## config.mk

```make
export PLATFORM = sky130hd
export DESIGN_NAME = flip_sequencer_flat
export DESIGN_NICKNAME = d
export VERILOG_FILES = /design/src/rtl/flip_sequencer_if.sv /design/src/rtl/flip_sequencer.sv /design/src/flat_wrapper.sv
export SDC_FILE = /design/constraint.sdc
export NUM_CORES = 1
export LEC_CHECK = 0
export CELL_PAD_IN_SITES_DETAIL_PLACEMENT = 0
export CELL_PAD_IN_SITES_GLOBAL_PLACEMENT = 1
export CORE_ASPECT_RATIO = 0.5
export CORE_UTILIZATION = 40
export CTS_CLUSTER_SIZE = 30
export DETAILED_ROUTE_END_ITERATION = 10
export GPL_TIMING_DRIVEN = 1
export HOLD_SLACK_MARGIN = 0.15
export PLACE_DENSITY = 0.72
export SYNTH_ARGS = -nofsm -noshare
export SYNTH_HDL_FRONTEND = slang
export SYNTH_SLANG_ARGS = --single-unit
```

## constraint.sdc

```tcl
create_clock -name clk -period 2.5 [get_ports clk]
set_clock_uncertainty 0.1 [all_clocks]
set_input_delay 0.25 -clock clk [delete_from_list [all_inputs] [get_ports clk]]
set_output_delay 0.25 -clock clk [all_outputs]
set_load 0.01 [all_outputs]
```

## src/rtl/flip_sequencer_if.sv

```systemverilog
// -----------------------------------------------------------------------------
// flip_sequencer_if
//   Bundles the config-manager handshake, the core safety/status inputs and the
//   sequencer outputs of flip_sequencer into one interface.
//
//   Modports
//     slave  : the sequencer's view (status/handshake inputs in, control out)
//     master : the environment's view (drives inputs, observes outputs)
//
//   Signals
//     request_flip          level request to promote the shadow config
//     core_idle             core has no active work
//     core_pipeline_drained core pipeline is empty
//     no_outstanding_active no in-flight active-core memory requests
//     layer_start_pulse     one-cycle pulse after the flip completes
//     err_clr               clears timeout_err
//     flip_ack              one-cycle acknowledge to the config manager
//     core_hold             blocks the core from issuing new work
//     core_start            one-cycle pulse: core begins the new layer
//     busy                  sequencer is not idle
//     layer_count[15:0]     completed flips, wraps at 2^16
//     timeout_err           sticky drain-timeout flag
//     last_drain_cycles     DRAIN length of the last flip (FLIP_SEQ_PERF_EN only)
//
//   Optional feature macro: FLIP_SEQ_PERF_EN
// -----------------------------------------------------------------------------
interface flip_sequencer_if;
  logic        request_flip;
  logic        core_idle;
  logic        core_pipeline_drained;
  logic        no_outstanding_active;
  logic        layer_start_pulse;
  logic        err_clr;
  logic        flip_ack;
  logic        core_hold;
  logic        core_start;
  logic        busy;
  logic [15:0] layer_count;
  logic        timeout_err;
`ifdef FLIP_SEQ_PERF_EN
  logic [15:0] last_drain_cycles;
`endif

  modport slave (
    input  request_flip,
    input  core_idle,
    input  core_pipeline_drained,
    input  no_outstanding_active,
    input  layer_start_pulse,
    input  err_clr,
    output flip_ack,
    output core_hold,
    output core_start,
    output busy,
    output layer_count,
`ifdef FLIP_SEQ_PERF_EN
    output last_drain_cycles,
`endif
    output timeout_err
  );

  modport master (
    output request_flip,
    output core_idle,
    output core_pipeline_drained,
    output no_outstanding_active,
    output layer_start_pulse,
    output err_clr,
    input  flip_ack,
    input  core_hold,
    input  core_start,
    input  busy,
    input  layer_count,
`ifdef FLIP_SEQ_PERF_EN
    input  last_drain_cycles,
`endif
    input  timeout_err
  );
endinterface

```

## src/rtl/flip_sequencer.sv

```systemverilog
// -----------------------------------------------------------------------------
// flip_sequencer
//   Sequences a shadow-config "flip": on request it holds the core, waits until
//   the core is idle, drained and has no outstanding memory traffic for
//   SETTLE_CYCLES consecutive cycles, acknowledges the flip, then waits for the
//   layer start pulse and releases the core with a one-cycle core_start.
//   A drain that lasts DRAIN_TIMEOUT cycles raises a sticky timeout_err but the
//   sequencer keeps waiting; dropping request_flip in DRAIN aborts the flip.
//
//   Parameters
//     SETTLE_CYCLES  consecutive safe cycles required before acknowledging
//     DRAIN_TIMEOUT  DRAIN cycles before timeout_err is flagged
//
//   Ports
//     clk    rising-edge clock
//     rst_n  asynchronous active-low reset
//     bus    flip_sequencer_if.slave (handshake, core status, outputs)
//
//   Optional feature macro: FLIP_SEQ_PERF_EN adds bus.last_drain_cycles, the
//   saturating DRAIN wait-counter value captured on entry to ACK.
//
//   Every output comes straight from a flop; the next values are computed from
//   the next state, so there is no combinational input-to-output path.
// -----------------------------------------------------------------------------
module flip_sequencer #(
  parameter int SETTLE_CYCLES = 2,
  parameter int DRAIN_TIMEOUT = 1024
) (
  input  logic               clk,
  input  logic               rst_n,
  flip_sequencer_if.slave    bus
);

  typedef enum logic [1:0] {
    S_IDLE       = 2'd0,
    S_DRAIN      = 2'd1,
    S_ACK        = 2'd2,
    S_WAIT_START = 2'd3
  } state_t;

  localparam logic [31:0] SETTLE_W  = 32'(SETTLE_CYCLES);
  localparam logic [31:0] TIMEOUT_W = 32'(DRAIN_TIMEOUT);

  state_t      state_reg, state_next;
  logic [15:0] settle_reg, settle_next;
  logic [15:0] wait_reg, wait_next;
  logic [15:0] layer_count_reg, layer_count_next;
  logic        flip_ack_reg, flip_ack_next;
  logic        core_hold_reg, core_hold_next;
  logic        core_start_reg, core_start_next;
  logic        busy_reg, busy_next;
  logic        timeout_err_reg, timeout_err_next;

  logic        safe;
  logic [15:0] settle_inc;
  logic [15:0] wait_inc;
  logic        settle_done;
  logic        timeout_hit;
  logic        start_take;

`ifdef FLIP_SEQ_PERF_EN
  logic [15:0] last_drain_reg, last_drain_next;
`endif

  // ---------------------------------------------------------------------------
  // State register and all output/counter flops
  // ---------------------------------------------------------------------------
  always_ff @(posedge clk or negedge rst_n) begin
    if (!rst_n) begin
      state_reg       <= S_IDLE;
      settle_reg      <= 16'd0;
      wait_reg        <= 16'd0;
      layer_count_reg <= 16'd0;
      flip_ack_reg    <= 1'b0;
      core_hold_reg   <= 1'b0;
      core_start_reg  <= 1'b0;
      busy_reg        <= 1'b0;
      timeout_err_reg <= 1'b0;
`ifdef FLIP_SEQ_PERF_EN
      last_drain_reg  <= 16'd0;
`endif
    end else begin
      state_reg       <= state_next;
      settle_reg      <= settle_next;
      wait_reg        <= wait_next;
      layer_count_reg <= layer_count_next;
      flip_ack_reg    <= flip_ack_next;
      core_hold_reg   <= core_hold_next;
      core_start_reg  <= core_start_next;
      busy_reg        <= busy_next;
      timeout_err_reg <= timeout_err_next;
`ifdef FLIP_SEQ_PERF_EN
      last_drain_reg  <= last_drain_next;
`endif
    end
  end

  // ---------------------------------------------------------------------------
  // Next-state and next-output logic
  // ---------------------------------------------------------------------------
  always_comb begin
    state_next       = state_reg;
    start_take       = 1'b0;
    settle_next      = 16'd0;
    wait_next        = 16'd0;
    layer_count_next = layer_count_reg;
    timeout_err_next = timeout_err_reg;

    safe = bus.core_idle & bus.core_pipeline_drained & bus.no_outstanding_active;

    // Both counters saturate so a stuck drain can never wrap back below the
    // timeout threshold.
    settle_inc = (settle_reg == 16'hFFFF) ? settle_reg : settle_reg + 16'd1;
    wait_inc   = (wait_reg   == 16'hFFFF) ? wait_reg   : wait_reg   + 16'd1;

    // Compare the post-increment count so that the ack leaves DRAIN on the
    // cycle in which the SETTLE_CYCLES-th consecutive safe cycle is seen.
    settle_done = ({16'd0, settle_inc} >= SETTLE_W);
    timeout_hit = ({16'd0, wait_inc}   >= TIMEOUT_W);

    case (state_reg)
      S_IDLE: begin
        if (bus.request_flip) state_next = S_DRAIN;
      end
      S_DRAIN: begin
        // Withdrawing the request beats a same-cycle settle completion.
        if (!bus.request_flip)          state_next = S_IDLE;
        else if (safe && settle_done)   state_next = S_ACK;
      end
      S_ACK: begin
        // A start pulse coinciding with the ack is taken immediately.
        if (bus.layer_start_pulse) begin
          state_next = S_IDLE;
          start_take = 1'b1;
        end else begin
          state_next = S_WAIT_START;
        end
      end
      S_WAIT_START: begin
        if (bus.layer_start_pulse) begin
          state_next = S_IDLE;
          start_take = 1'b1;
        end
      end
      default: state_next = S_IDLE;
    endcase

    // Counters only carry a value while DRAIN continues; any exit clears them
    // so the next flip starts from zero.
    if (state_reg == S_DRAIN && state_next == S_DRAIN) begin
      settle_next = safe ? settle_inc : 16'd0;
      wait_next   = wait_inc;
    end

    if (start_take) layer_count_next = layer_count_reg + 16'd1;

    // The set condition only exists while draining past the timeout, and there
    // it must win; elsewhere err_clr is free to clear the flag.
    if (state_reg == S_DRAIN && timeout_hit) timeout_err_next = 1'b1;
    else if (bus.err_clr)                    timeout_err_next = 1'b0;

    flip_ack_next   = (state_reg == S_DRAIN) && (state_next == S_ACK);
    core_hold_next  = (state_next != S_IDLE);
    busy_next       = (state_next != S_IDLE);
    core_start_next = start_take;

`ifdef FLIP_SEQ_PERF_EN
    last_drain_next = flip_ack_next ? wait_inc : last_drain_reg;
`endif
  end

  assign bus.flip_ack    = flip_ack_reg;
  assign bus.core_hold   = core_hold_reg;
  assign bus.core_start  = core_start_reg;
  assign bus.busy        = busy_reg;
  assign bus.layer_count = layer_count_reg;
  assign bus.timeout_err = timeout_err_reg;
`ifdef FLIP_SEQ_PERF_EN
  assign bus.last_drain_cycles = last_drain_reg;
`endif

endmodule

```

## src/flat_wrapper.sv

```systemverilog
// flat-port wrapper written by rule: the top's interface ports become plain ports
module flip_sequencer_flat 
#(
  parameter int SETTLE_CYCLES = 2,
  parameter int DRAIN_TIMEOUT = 1024
)
  (clk, rst_n, bus_request_flip, bus_core_idle, bus_core_pipeline_drained, bus_no_outstanding_active, bus_layer_start_pulse, bus_err_clr, bus_flip_ack, bus_core_hold, bus_core_start, bus_busy, bus_layer_count, bus_timeout_err);
  flip_sequencer_if bus_i ();
  input  logic clk;
  input  logic rst_n;
  input wire logic [$bits(bus_i.request_flip)-1:0] bus_request_flip;
  input wire logic [$bits(bus_i.core_idle)-1:0] bus_core_idle;
  input wire logic [$bits(bus_i.core_pipeline_drained)-1:0] bus_core_pipeline_drained;
  input wire logic [$bits(bus_i.no_outstanding_active)-1:0] bus_no_outstanding_active;
  input wire logic [$bits(bus_i.layer_start_pulse)-1:0] bus_layer_start_pulse;
  input wire logic [$bits(bus_i.err_clr)-1:0] bus_err_clr;
  output wire logic [$bits(bus_i.flip_ack)-1:0] bus_flip_ack;
  output wire logic [$bits(bus_i.core_hold)-1:0] bus_core_hold;
  output wire logic [$bits(bus_i.core_start)-1:0] bus_core_start;
  output wire logic [$bits(bus_i.busy)-1:0] bus_busy;
  output wire logic [$bits(bus_i.layer_count)-1:0] bus_layer_count;
  output wire logic [$bits(bus_i.timeout_err)-1:0] bus_timeout_err;
  assign bus_i.request_flip = bus_request_flip;
  assign bus_i.core_idle = bus_core_idle;
  assign bus_i.core_pipeline_drained = bus_core_pipeline_drained;
  assign bus_i.no_outstanding_active = bus_no_outstanding_active;
  assign bus_i.layer_start_pulse = bus_layer_start_pulse;
  assign bus_i.err_clr = bus_err_clr;
  assign bus_flip_ack = bus_i.flip_ack;
  assign bus_core_hold = bus_i.core_hold;
  assign bus_core_start = bus_i.core_start;
  assign bus_busy = bus_i.busy;
  assign bus_layer_count = bus_i.layer_count;
  assign bus_timeout_err = bus_i.timeout_err;
  flip_sequencer #(.SETTLE_CYCLES(SETTLE_CYCLES), .DRAIN_TIMEOUT(DRAIN_TIMEOUT)) u_core (.clk(clk), .rst_n(rst_n), .bus(bus_i));
endmodule
```

; ---- Word level (Yosys, flattened, before mapping)
; Index checks and enable logic that the tools add are counted.
[classes]
n_addsub = 3
order_cmp = 2
n_eq_ne = 7
n_mux = 15
bitwise_logic = 2
n_reduce_logical = 8
[ops]
columns = operator, n
row1 = 16-bit 2-to-1 mux, 5
row2 = 16-bit by 1-bit adder with 16-bit output (second input constant), 3
row3 = 16-bit equality test (second input constant), 2
row4 = 16-bit by 11-bit greater-or-equal comparator with 1-bit output (second input constant), 1
row5 = 16-bit by 2-bit greater-or-equal comparator with 1-bit output (second input constant), 1
row6 = 2-bit 2-to-1 mux, 5
row7 = 2-bit case mux with 4 select lines, 1
row8 = 2-bit equality test (second input constant), 3
row9 = 2-bit by 1-bit equality test with 1-bit output (second input constant), 2
row10 = 1-bit logical AND, 4
row11 = 1-bit 2-to-1 mux, 4
row12 = 2-bit nonzero test, 2
row13 = 1-bit AND, 2
row14 = 2-bit logical NOT, 1
row15 = 2-bit OR reduction, 1
[word_totals]
regBits = 54
input_bits = 8
wordCells = 45

; ---- Depth between registers and ports, before layout
; Gate-level depths: netlist (run 1).
[logic_depth]
word_depth = 10
depth_mapped = 9

; ---- Worst setup path after synthesis (run 1)
; Ideal clock, no wire load.
[synth_path]
kind = reg-to-reg
from = register u_core.settle_reg[0]
to = register u_core.wait_reg[10]
arrival_ns = 2.173
t_required_ns = 2.330
slack_ns = 0.156
stages_incl_launch_ff = 10
path_buffers = 1
synth_period_minus_slack_ns = 2.344
path_cell_list = dfrtp_1 -> ha_1 -> nand4_1 -> nor4_2 -> o21ai_0 -> a21boi_1 -> a2111oi_4 -> a21oi_4 -> buf_6 -> nor2_2
[synth_between]
elab_chain_cells = 10
word_cells_on_any_way = 11
cone_classes = add/sub (1) / order compare (1) / eq/ne (2) / mux (5) / reduce/logical (2)
[synth_lines]
columns = item, line_no
row1 = from (decl), flip_sequencer.sv:45  ; logic [15:0] settle_reg, settle_next;
row2 = from (signal assigned), flip_sequencer.sv:84  ; settle_reg <= settle_next;
row3 = 16-bit by 1-bit adder with 16-bit output or 16-bit equality test (tied branches), flip_sequencer.sv:113  ; settle_inc = (settle_reg == 16'hFFFF) ? settle_reg : settle_reg + 16'd1;
row4 = 16-bit 2-to-1 mux (*), flip_sequencer.sv:113
row5 = 16-bit by 2-bit greater-or-equal comparator with 1-bit output (*), flip_sequencer.sv:118  ; settle_done = ({16'd0, settle_inc} >= SETTLE_W);
row6 = 1-bit logical AND (*), flip_sequencer.sv:128  ; else if (safe && settle_done) state_next = S_ACK;
row7 = 2-bit 2-to-1 mux (*), flip_sequencer.sv:128
row8 = 2-bit 2-to-1 mux (*), flip_sequencer.sv:127  ; if (!bus.request_flip) state_next = S_IDLE;
row9 = 2-bit case mux with 4 select lines (*), flip_sequencer.sv:121  ; case (state_reg)
row10 = 2-bit by 1-bit equality test with 1-bit output (*), flip_sequencer.sv:150  ; if (state_reg == S_DRAIN && state_next == S_DRAIN) begin
row11 = 1-bit logical AND (*), flip_sequencer.sv:150
row12 = 16-bit 2-to-1 mux (*), flip_sequencer.sv:150
row13 = named net u_core.wait_next[10], flip_sequencer.sv:46  ; logic [15:0] wait_reg, wait_next;
row14 = to (signal assigned), flip_sequencer.sv:85  ; wait_reg <= wait_next;
row15 = to (decl), flip_sequencer.sv:46
; Mark *: on every way through the listed nets, which the timed path passes. The rest lies on a longest branch.
; A chain may end at the register's enable or synchronous reset.

; ---- Final worst setup path (run 1)
[layout_path]
from = register u_core.settle_reg[1]
to = register u_core.wait_reg[12]
; The elaborated chain is that of the path after synthesis.

==> results.sh, run 1 <==
export IMPL_status="complete, no violations"
export IMPL_utilization_pct=54.7
export IMPL_holdWs_ps=219
export IMPL_drt_iter0_drc=88
export IMPL_path_cells="ha_2 > nand4_1 > buf_4 > nor4_4 > nand4b_1 > xnor2_2 > a2111oi_4 > a21oi_4 > buf_12 > nor3_2"
export IMPL_max_freq_mhz=411
export IMPL_slew_viol_final=0
export IMPL_worst_path_max_fanout=16
export IMPL_gp_congestion=0.827
export IMPL_die_area_sq_mm=0.00678
export IMPL_ir_drop_mv=0.369
export IMPL_grt_pass1_wl_mm=8.11
export IMPL_routedWlPerCell_um=12.2
export IMPL_rows=20
export IMPL_postRouteAntennaNets=0
export IMPL_num_vias=1860
export IMPL_grt_use_total_pct=15.8
export IMPL_grt_max_degree=50
export IMPL_overflow=0
export IMPL_synth_area_top_cells="dfrtp_1 (52%), xnor2_1 (7.5%), nand3_1 (4.1%)"
export IMPL_fin_crit_sh_pct=97.4
export IMPL_clk_latency_ps=290
export IMPL_fin_tns_setup_ps=0
export IMPL_r2r_slack_ps=70
export IMPL_yosysMostFrequentCell="dfrtp_1"
export IMPL_cts_buffers=5
export IMPL_ys_seq_elements=54
export IMPL_drive_gt1_share_pct=15.3
export IMPL_slowest_delay_ps=410
export IMPL_ys_top_cells_by_count="dfrtp_1 (54), xnor2_1 (22), nand3_1 (21)"
export IMPL_cp_slowest_cell="a2111oi_4"
export IMPL_cts_tree="built"
export IMPL_p_per_area_mw_per_mm2=625
export IMPL_drtPass1Iterations=4
export IMPL_antenna_found_initial=0
export IMPL_htree_levels=2
export IMPL_synth_top_area_share_pct=52.5
export IMPL_yosysWarnings=0
export IMPL_cts_sinks=54
export IMPL_ios=29
export IMPL_worstPathArrival_ps=2550
export IMPL_cp_start_kind="flop"
export IMPL_ys_flop_type="dfrtp_1"
export IMPL_routed_wirelength_mm=4.75
export IMPL_root_buffer="clkbuf_16"
export IMPL_critPathCaptureType="flop"
export IMPL_synthCells=243
export IMPL_cts_buffer_depth=2
export IMPL_dp_hpwl_mm=3.41
export IMPL_yosysSeqAreaShare_pct=52.5
export IMPL_wl_met3_um=176
export IMPL_met1_length_mm=2.46
export IMPL_maxCapViolations=0
export IMPL_yosys_cell_types_count=44
export IMPL_fill_cells=548
export IMPL_core_sq_mm=0.00613
export IMPL_initial_core_util_pct=42.0
export IMPL_grt_pass1_vias=1746
export IMPL_critPathKind="flop to flop"
export IMPL_syn_avg_cell_area_sq_um=10.6
export IMPL_route_met2_wl_mm=2.06
export IMPL_path_clk_slew_ps=70
export IMPL_leakagePower_nw=1.41
export IMPL_setup_violations=0
export IMPL_rsz0062_at_grt="true"
export IMPL_yosysTopAreaCell="dfrtp_1"
export IMPL_syn_area_sq_mm=0.00258
export IMPL_async_flop_share_pct=100
export IMPL_critical_path_required_ps=2620
export IMPL_period_minus_slack_ps=2430
export IMPL_port_buffers=28
export IMPL_drc_errors=0
export IMPL_hold_path_class="input pin to asynchronous set/reset pin"
export IMPL_synth_edf_count=0
export IMPL_highest_layer="met4"
export IMPL_setup_ws_ps=66.0
export IMPL_vias_per_cell=4.78
export IMPL_die_w_um=115
export IMPL_final_hold_violation_count=0
export IMPL_syn2layout_area_growth_pct=30.1
export IMPL_diodes=0
export IMPL_post_place_ws_ps=-42.2
export IMPL_nets=311
export IMPL_die_h_um=58.7
worst paths after layout:
path                                            startpoint                         end  depth (start not counted)
worst max-delay path                  u_core.settle_reg[1]         u_core.wait_reg[12]                         10
worst min-delay path                                 rst_n          u_core.wait_reg[7]                          2
worst max register to register        u_core.settle_reg[1]         u_core.wait_reg[12]                         10
worst min register to register  u_core.bus.layer_count[15]  u_core.bus.layer_count[15]                          1
max in group asynchronous                            rst_n        u_core.settle_reg[2]                          3
min in group clk                u_core.bus.layer_count[15]  u_core.bus.layer_count[15]                          1
final cells by class:
cell class | instances | area, sq um | share of cell area (%)
clock inverters | 2 | 60.1 | 1.79
well taps | 88 | 110 | 3.28
inverters | 8 | 30.0 | 0.896
multi-input cells | 190 | 1260 | 37.6
flip-flops and latches | 54 | 1350 | 40.4
repair buffers | 41 | 400 | 11.9
clock buffers | 6 | 139 | 4.14
through the flow:
stage | area [sq um] | power, mW | cells
after floorplan | 2630 | 1.09 | 257
after global placement | 3070 | 1.20 | 378
after detailed placement | 3070 | 1.20 | 378
after CTS | 3310 | 2.12 | 388
after global routing | 3350 | 2.19 | 389
final | 3350 | 2.10 | 389
cells in the final DEF (no fill, tap or decap), types with 3 or more instances in the layout:
master / instances
nand4_1: 10
nor2_1: 20
nand2_1: 14
clkbuf_16: 5
nand3_1: 21
xnor2_1: 21
dfrtp_1: 53
nor2_2: 9
o21ai_0: 7
nor2b_1: 3
conb_1: 15
inv_1: 7
xor2_1: 12
clkdlybuf4s50_1: 27
a21oi_1: 7
and3_1: 9
buf_4: 10
nor3_1: 6
cells by family (layout without fill, tap and decap cells):
kind of cell               count (synthesis)  count (layout)  synth area share (%)
DFF                                       54              54                  52.5
buffers and inverters                     13              57                  2.38
adders and majority gates                  3               3                  1.46
AOI/OAI and AO/OA                         26              26                  7.24
muxes                                      3               3                  1.21
other                                      1              15                 0.146
and+or+nand+nor                          109             109                  23.6
xor gates and xnor gates                  34              34                  11.6
power breakdown:
part | internal, mW | switching [mW]
clock | 0.601 | 0.301
sequential | 0.920 | 0.0527
combinational | 0.116 | 0.105
total | 1.64 | 0.459
worst max-delay path: cells and delay by family (launching register included):
kind	cells	cell delay, ps
compound gates	2	530
xor+xnor	1	100
fa+ha+maj	1	220
buf+inv	2	340
flops	1	350
simple gates	4	710
timing repair:
action / 4_1_cts / 5_1_grt
hold buffers: 1 / 0
hold endpoints to repair: 54 / 0
gates resized for setup: 1 / 9
pin swaps: 2 / 4
setup buffers: 1 / 1
gates cloned: 0 / 0
setup endpoints to repair: 3 / 4
layer usage:
layer / track usage (%) / vias up
li1: - / 950
met5: 0 / -
met4: 5.57 / 0
met2: 23.1 / 20
met3: 5.25 / 6
met1: 22.0 / 884
Power figures use the tool's default switching activity.
==> inputs of run 2 (changes only) <==
CAP_MARGIN = 20   (was not set)
==> results of run 2 <==
Final layout, timing and power as in run 1 (identical DEF).
